`config.mk`:
```
export PLATFORM = sky130hd
export DESIGN_NAME = dice_race_turn_controller
export DESIGN_NICKNAME = d
export VERILOG_FILES = /design/src/rtl/dice_race_pkg.sv /design/src/rtl/tile_step_adder.sv /design/src/rtl/dice_race_turn_controller.sv
export SDC_FILE = /design/constraint.sdc
export NUM_CORES = 1
export LEC_CHECK = 0
export CORE_UTILIZATION = 48
export CTS_CLUSTER_DIAMETER = 150
export DETAILED_ROUTE_END_ITERATION = 10
export PLACE_DENSITY = 0.89
export SLEW_MARGIN = 20
export SYNTH_ARGS = -nofsm -noshare
export SYNTH_HDL_FRONTEND = slang
export SYNTH_HIERARCHICAL = 1
export SYNTH_SLANG_ARGS = --single-unit
```
`constraint.sdc`:
```
create_clock -name clk -period 2.5 [get_ports clk]
set_input_delay 0.5 -clock clk [delete_from_list [all_inputs] [get_ports clk]]
set_output_delay 0.5 -clock clk [all_outputs]
set_load 0.1 [all_outputs]
```
`src/rtl/dice_race_pkg.sv`:
```
// Shared types and constants for the dice-race game controller and board preview logic.
package dice_race_pkg;

  localparam int TILE_W = 4;
  localparam int DICE_W = 3;

  localparam logic PLAYER1 = 1'b0;
  localparam logic PLAYER2 = 1'b1;

  typedef enum logic [2:0] {
    IDLE      = 3'd0,
    WAIT_DICE = 3'd1,
    NOTIFY    = 3'd2,
    WAIT_DONE = 3'd3,
    WIN       = 3'd4
  } turn_state_e;

endpackage

```
`src/rtl/tile_step_adder.sv`:
```
// Combinational tile step: pos + dice_value, clamped to the finish tile NUM_TILES-1.
module tile_step_adder
  import dice_race_pkg::*;
#(
  parameter int NUM_TILES = 16
) (
  input  logic [TILE_W-1:0] pos,
  input  logic [DICE_W-1:0] dice_value,
  output logic [TILE_W-1:0] next_pos
);

  localparam logic [TILE_W:0] FINISH = (TILE_W + 1)'(NUM_TILES - 1);

  logic [TILE_W:0] sum;

  // One bit wider than a tile index so the sum cannot wrap before clamping.
  assign sum      = {1'b0, pos} + {{(TILE_W + 1 - DICE_W){1'b0}}, dice_value};
  assign next_pos = (sum > FINISH) ? FINISH[TILE_W-1:0] : sum[TILE_W-1:0];

endmodule

```
`src/rtl/dice_race_turn_controller.sv`:
```
// Two-player dice-race turn controller: accepts rolls, publishes positions, waits for the renderer.
// Optional renderer-acknowledge timeout is built when TURN_TIMEOUT_EN is defined.
module dice_race_turn_controller
  import dice_race_pkg::*;
#(
  parameter int NUM_TILES      = 16,
  parameter int DICE_MAX       = 6,
  parameter int TIMEOUT_CYCLES = 50_000_000
) (
  input  logic              clk,
  input  logic              reset,
  input  logic              game_start,
  input  logic              dice_valid,
  input  logic [DICE_W-1:0] dice_value,
  output logic              dice_ready,
  output logic [TILE_W-1:0] p1_pos,
  output logic [TILE_W-1:0] p2_pos,
  output logic              pos_valid,
  output logic              turn,
  input  logic              turn_done,
  output logic              winner_valid,
  output logic              winner,
  output logic              game_active
);

  localparam logic [TILE_W-1:0] FINISH = TILE_W'(NUM_TILES - 1);
  localparam logic [DICE_W-1:0] DMAX   = DICE_W'(DICE_MAX);

  turn_state_e       state, state_nxt;
  logic [TILE_W-1:0] p1_nxt, p2_nxt, active_pos, step_pos;
  logic              turn_nxt, winner_nxt;
  logic              accept, done, timeout_hit;

  assign active_pos = (turn == PLAYER1) ? p1_pos : p2_pos;
  assign accept     = (state == WAIT_DICE) && dice_valid && dice_ready &&
                      (dice_value != '0) && (dice_value <= DMAX);

  tile_step_adder #(.NUM_TILES(NUM_TILES)) u_step (
    .pos        (active_pos),
    .dice_value (dice_value),
    .next_pos   (step_pos)
  );

`ifdef TURN_TIMEOUT_EN
  localparam logic [25:0] TO_LAST = 26'(TIMEOUT_CYCLES - 1);
  logic [25:0] to_cnt;

  // Cleared while in NOTIFY so the first WAIT_DONE cycle starts from zero.
  always_ff @(posedge clk) begin
    if (reset || state == NOTIFY) to_cnt <= '0;
    else if (state == WAIT_DONE && to_cnt != '1) to_cnt <= to_cnt + 26'd1;
  end

  assign timeout_hit = (state == WAIT_DONE) && (to_cnt == TO_LAST);
`else
  assign timeout_hit = 1'b0;
`endif

  assign done = turn_done || timeout_hit;

  always_comb begin
    state_nxt  = state;
    p1_nxt     = p1_pos;
    p2_nxt     = p2_pos;
    turn_nxt   = turn;
    winner_nxt = winner;
    case (state)
      IDLE, WIN: begin
        if (game_start) begin
          state_nxt = WAIT_DICE;
          p1_nxt    = '0;
          p2_nxt    = '0;
          turn_nxt  = PLAYER1;
        end
      end
      WAIT_DICE: begin
        if (accept) begin
          if (turn == PLAYER1) p1_nxt = step_pos;
          else                 p2_nxt = step_pos;
          state_nxt = NOTIFY;
        end
      end
      NOTIFY, WAIT_DONE: begin
        if (done) begin
          if (active_pos == FINISH) begin
            state_nxt  = WIN;
            winner_nxt = turn;
          end else begin
            state_nxt = WAIT_DICE;
            turn_nxt  = ~turn;
          end
        end else begin
          state_nxt = WAIT_DONE;
        end
      end
      default: state_nxt = IDLE;
    endcase
  end

  // Status outputs are registered from the next state so they line up with it.
  always_ff @(posedge clk) begin
    if (reset) begin
      state        <= IDLE;
      p1_pos       <= '0;
      p2_pos       <= '0;
      turn         <= PLAYER1;
      winner       <= 1'b0;
      pos_valid    <= 1'b0;
      dice_ready   <= 1'b0;
      winner_valid <= 1'b0;
      game_active  <= 1'b0;
    end else begin
      state        <= state_nxt;
      p1_pos       <= p1_nxt;
      p2_pos       <= p2_nxt;
      turn         <= turn_nxt;
      winner       <= winner_nxt;
      pos_valid    <= (state_nxt == NOTIFY);
      dice_ready   <= (state_nxt == WAIT_DICE);
      winner_valid <= (state_nxt == WIN);
      game_active  <= (state_nxt != IDLE) && (state_nxt != WIN);
    end
  end

endmodule

```
Yosys cells after proc, flatten, opt, wreduce, memory -nomap -nowiden
Index checks and enable logic that the tools add are counted.

Register bits: 17. Output and inout bits: 14. Input port bits: 8.

Equality and inequality tests: 15. $lt $le $gt $ge: 2. Bitwise operators: 1. Add/sub/neg operators: 1. Multiplexer cells: 18. Reductions and logical operators: 16.

Operators with widths (number): $mux 4 (7); $pmux 4 s2 (2); $mux 3 (4); $ne 2x2->1 const B (6); $reduce_and 4->1 (3); $eq 3x2->1 const B (3); $pmux 3 s3 (1); $eq 3x1->1 const B (2); $eq 3x3->1 const B (2); $reduce_bool 3->1 (2); $add 4x3->5 (1); $gt 5x4->1 const B (1); $logic_and 1x1->1 (5); $eq 4x4->1 const B (1); $reduce_bool 2->1 (2); $reduce_or 2->1 (2); $le 3x3->1 const B (1); $logic_not 3->1 (1); $mux 1 (3); $ne 3x3->1 const B (1); $reduce_and 3->1 (1); $pmux 1 s2 (1); $not 1->1 (1).

Longest topological paths before layout
Depth after elaboration: 9. Gate-level depth with buffers: 10.

Cells and area by module
Netlist, hierarchy kept.

By module, submodules not included: dice_race_turn_controller (area each 805.8 sq um, times used 1, seq. area each 340.3 sq um, cells each 86); tile_step_adder (area each 148.9 sq um, times used 1, seq. area each 0.0 sq um, cells each 19).

Worst setup path after synthesis
OpenSTA, ideal clock, no wires.

Path kind: register -> register. Start point: register turn. End point: register p2_pos[3]. Stages on the path, launching flop included: 10. Slack: -0.096 ns. Arrival: 2.524 ns. Data required time: 2.428 ns. Buffers on the path: 1. Setup time: 0.072 ns. Cells stage by stage: dfxtp_1 > buf_6 > mux2_2 > ha_1 > inv_1 > fa_1 > and3b_1 > a31oi_1 > nand3_1 > mux2i_1.

Word-level cells in the longest chain between the ends: 7.

RTL lines: start, declared (RTL line dice_race_turn_controller.sv:19) `output logic turn,`; start signal, assigned (RTL line dice_race_turn_controller.sv:116) `turn <= turn_nxt;`; $mux 4 (*) (RTL line dice_race_turn_controller.sv:34) `assign active_pos = (turn == PLAYER1) ? p1_pos : p2_pos;`; via active_pos[0] (RTL line dice_race_turn_controller.sv:30) `logic [TILE_W-1:0] p1_nxt, p2_nxt, active_pos, step_pos;`; $add 4x3->5 (*) (RTL line tile_step_adder.sv:17) `assign sum = {1'b0, pos} + {{(TILE_W + 1 - DICE_W){1'b0}}, dice_value};`; $gt 5x4->1 (RTL line tile_step_adder.sv:18) `assign next_pos = (sum > FINISH) ? FINISH[TILE_W-1:0] : sum[TILE_W-1:0];`; $mux 4 (*) (RTL line tile_step_adder.sv:18); via step_pos[3] (RTL line dice_race_turn_controller.sv:30); $mux 4 (*) (RTL line dice_race_turn_controller.sv:78) `if (turn == PLAYER1) p1_nxt = step_pos;`; $mux 4 (*) (RTL line dice_race_turn_controller.sv:77) `if (accept) begin`; $pmux 4 s2 (*) (RTL line dice_race_turn_controller.sv:67) `case (state)`; end signal, assigned (RTL line dice_race_turn_controller.sv:115) `p2_pos <= p2_nxt;`; end, declared (RTL line dice_race_turn_controller.sv:17) `output logic [TILE_W-1:0] p2_pos,`.

The timed path passes the listed nets; every way through them passes the cells marked *. The select of a mux whose other input is x is not followed. A chain may end at the register's enable or synchronous reset.

Final worst setup path
Start point: input dice_value[0]. End point: register p2_pos[2].

Word-level cells in the longest chain between the ends: 6.

RTL lines: start, declared (RTL line dice_race_turn_controller.sv:14) `input logic [DICE_W-1:0] dice_value,`; $add 4x3->5 (*) (RTL line tile_step_adder.sv:17); $gt 5x4->1 (RTL line tile_step_adder.sv:18); $mux 4 (*) (RTL line tile_step_adder.sv:18); via step_pos[2] (RTL line dice_race_turn_controller.sv:30); $mux 4 (*) (RTL line dice_race_turn_controller.sv:78); $mux 4 (*) (RTL line dice_race_turn_controller.sv:77); $pmux 4 s2 (*) (RTL line dice_race_turn_controller.sv:67).

Marked as above.

==> impl_metrics.py <==
metrics = {
    "place": {
        "dp_cells": 149,
        "port_buffers": 21,
        "place_congestion": 0.803,
        "dp_hpwl_um": 1630,
    },
    "clocking": {
        "cts_tree": "yes",
        "postCtsSetupRepairBufs": 0,
        "clk_pin_slew_ps": 100,
        "cts_resized": 0,
        "numCtsBuffers": 3,
        "postCtsHoldBufs": 0,
        "cts-htree-levels": 1,
        "cts_root_buffer": "clkbuf_4",
        "clock_latency_ps": 290,
        "cts_buffer_depth": 2,
        "clock-sinks": 17,
    },
    "die": {
        "core_area_um2": 1800,
        "initial_core_util_pct": 53.0,
        "pin_count": 22,
        "die_h_um": 46.6,
        "dieArea_um2": 2170,
        "die_w_um": 46.6,
        "fp-row-count": 15,
    },
    "power_and_ir_drop": {
        "switching_share_pct": 30.8,
        "seq_power_share_pct": 51.6,
        "combPwrFrac_pct": 21.3,
        "peakVddDrop_mv": 0.321,
        "power.internal_uw": 379,
        "p_clk_share_pct": 27.0,
        "power_density_nw_per_um2": 466,
        "power_leakage_uw": 0.000519,
        "p_switching_uw": 168,
    },
    "synth": {
        "ys_seq_elements": 17,
        "syn-cell-area_um2": 955,
        "yosysSeqAreaShare_pct": 35.6,
        "synth_cells": 105,
        "synth_warnings": 6,
        "syn_avg_cell_area_um2": 9.09,
        "mappedNetlistNets": 117,
        "synthDistinctLibCells": 35,
    },
    "cells_and_area": {
        "area_growth_pct": 22.9,
        "multi_input_area_um2": 581,
        "final_cell_mix": "16 x dfxtp_1, 14 x buf_4, 13 x nand2_1, 12 x nand3_1, 9 x nor2_1",
        "layout-drive-gt1-share_pct": 23.4,
        "layout_commonest_cell": "dfxtp_1",
        "diodes": 0,
        "fin_nets": 141,
        "fillers": 155,
        "regArea_um2": 342,
        "finalNonFillerCells": 153,
    },
    "timing": {
        "fin_hold_ws_ps": 481,
        "tns_ps": 0,
        "max_clock_freq_ghz": 0.482,
        "setup_violations": 0,
        "finalHoldViolations": 0,
        "fin_skew_ps": 7.87,
        "worst_pin_slew_ps": 420,
        "min_period_ps": 2070,
        "post-route-period-util_pct": 83.0,
        "rsz0062_at_grt": "false",
        "final_max_slew_viol_count": 0,
        "relSlewSlack_pct": 72.0,
    },
    "worst_setup_path": {
        "path_common_cell": "nor2_1",
        "worstPathArrival_ps": 2300,
        "critical_path_required_ps": 2730,
        "path_class": "primary input to register",
        "crit_slowest_cell": "clkdlybuf4s50_1",
        "worstPathCellList": "clkdlybuf4s50_1 > ha_1 > inv_1 > fa_1 > xnor2_1 > nor2_1 > nor2_1 > nand3_1 > mux2i_1",
        "cp-end-kind": "register",
        "max_stage_delay_ps": 510,
        "crit_path_max_fanout": 4,
        "critPathLaunchType": "primary input",
    },
    "grt": {
        "grt_max_degree": 13,
        "grt_pass1_wl_um": 3220,
        "overflow": 0,
        "grtUsageTotal_pct": 21.5,
        "grt_pass1_vias": 778,
        "antenna_found_initial": 0,
    },
    "status": {
        "status": "finished, final reports clean",
    },
    "min_path": {
        "hp-class": "register to register",
    },
    "flow_run": {
        "cap_violations": 0,
    },
    "route": {
        "wl_per_cell_um": 13.7,
        "drt-initial-drc-count": 27,
        "num_vias": 878,
        "route.detailed.drc": 0,
        "drt-vias-per-instance": 5.74,
        "wirelength_um": 2100,
        "ant_nets": 0,
        "dr.pass1.iters": 7,
    },
}
power by group through the flow:
stage / Combinational [uW] / Clock (uW) / Sequential [uW]
floorplan: 49.7 / 0 / 324
global placement: 114 / 0 / 288
detailed placement: 116 / 0 / 289
CTS: 116 / 153 / 282
global route: 124 / 164 / 284
finish: 117 / 148 / 282
critical path, delay by kind of cell:
kind	cells	cell delay, ps
simple gates	3	320
buf+inv	2	560
xor+xnor	1	170
mux	1	140
fa+ha+maj	2	620
registers in the layout, summed over array words and instances (netlist names):
name,count
pos_valid,1
state,3
p1_pos,4
dice_ready,1
p2_pos,4
game_active,1
winner,1
winner_valid,1
turn,1
stage by stage:
stage | util [%] | power [uW] | setup WS, ps | instance area [um^2]
after global routing | 65.1 | 571 | 317 | 1170
final | 65.1 | 547 | 426 | 1170
after floorplan | - | 374 | 5.43 | 956
after detailed placement | 63.7 | 404 | 147 | 1150
after CTS | 65.1 | 551 | 455 | 1170
after global placement | 63.7 | 402 | 203 | 1150
metal layers:
layer	up-vias	GRT usage, %	share of wire (%)
li1	422	-	-
met1	393	27.4	45
met2	47	30.8	44
met3	16	4.31	5.7
met4	0	17.6	5.2
met5	-	0	0
worst paths after layout:
| kind | start | to | slack [ps] | cells past startpoint |
|---|---|---|---|---|
| worst max register to register | turn | p2_pos[2] | 470 | 9 |
| worst min-delay path | p1_pos[3] | p1_pos[3] | 480 | 2 |
| worst min register to register | p1_pos[3] | p1_pos[3] | 480 | 2 |
| worst max-delay path | dice_value[0] | p2_pos[2] | 430 | 9 |
cells by family (layout without fill, tap and decap cells):
| group | count (synthesis) | after routing | share of synthesized area, % |
|---|---|---|---|
| adders and majority gates | 4 | 4 | 6.03 |
| AOI/OAI and AO/OA | 17 | 17 | 12.5 |
| DFF | 17 | 17 | 35.6 |
| muxes | 8 | 8 | 8.78 |
| xor gates and xnor gates | 1 | 1 | 0.918 |
| buffers and inverters | 7 | 30 | 3.54 |
| and+or+nand+nor | 51 | 51 | 32.6 |
synth_stat cells:
cell type  number  share of area, %
mux2_2          3               3.5
clkinv_1        1              0.39
and3_1          2               1.3
clkbuf_1        1              0.39
and2b_1         1              0.79
nor3b_1         1              0.79
a21oi_1         1              0.52
nor3_4          1               1.7
o21ai_1         5               2.6
nand4_1         1              0.66
a21o_1          2               1.6
a31oi_1         3               2.0
xnor2_1         1              0.92
fa_1            1               2.1
and3b_1         1              0.92
nand2_1        13               5.1
o31a_1          1              0.92
nand3_1        12               6.3
nor2_1          9               3.5
inv_1           4               1.6
nand2_2         2               1.3
nand4b_4        1               2.5
a221oi_1        1              0.92
mux2i_1         5               5.2
nor3b_4         2               3.9
nor2b_1         3               2.0
o41ai_1         1              0.92
a21oi_2         1              0.92
or3_4           1               1.2
dfxtp_1        17                36
nand2b_1        1              0.66
buf_6           1               1.2
ha_1            3               3.9
a211oi_2        1               1.3
o211ai_1        1              0.79
area by class of cell:
type,instances,share of cell area (%)
Sequential cell,17,29.1
Tap cell,25,2.67
Inverter,5,1.60
Timing Repair Buffer,21,14.9
Clock buffer,4,2.24
Multi-Input combinational cell,81,49.5
(Power assumes the default switching activity.)
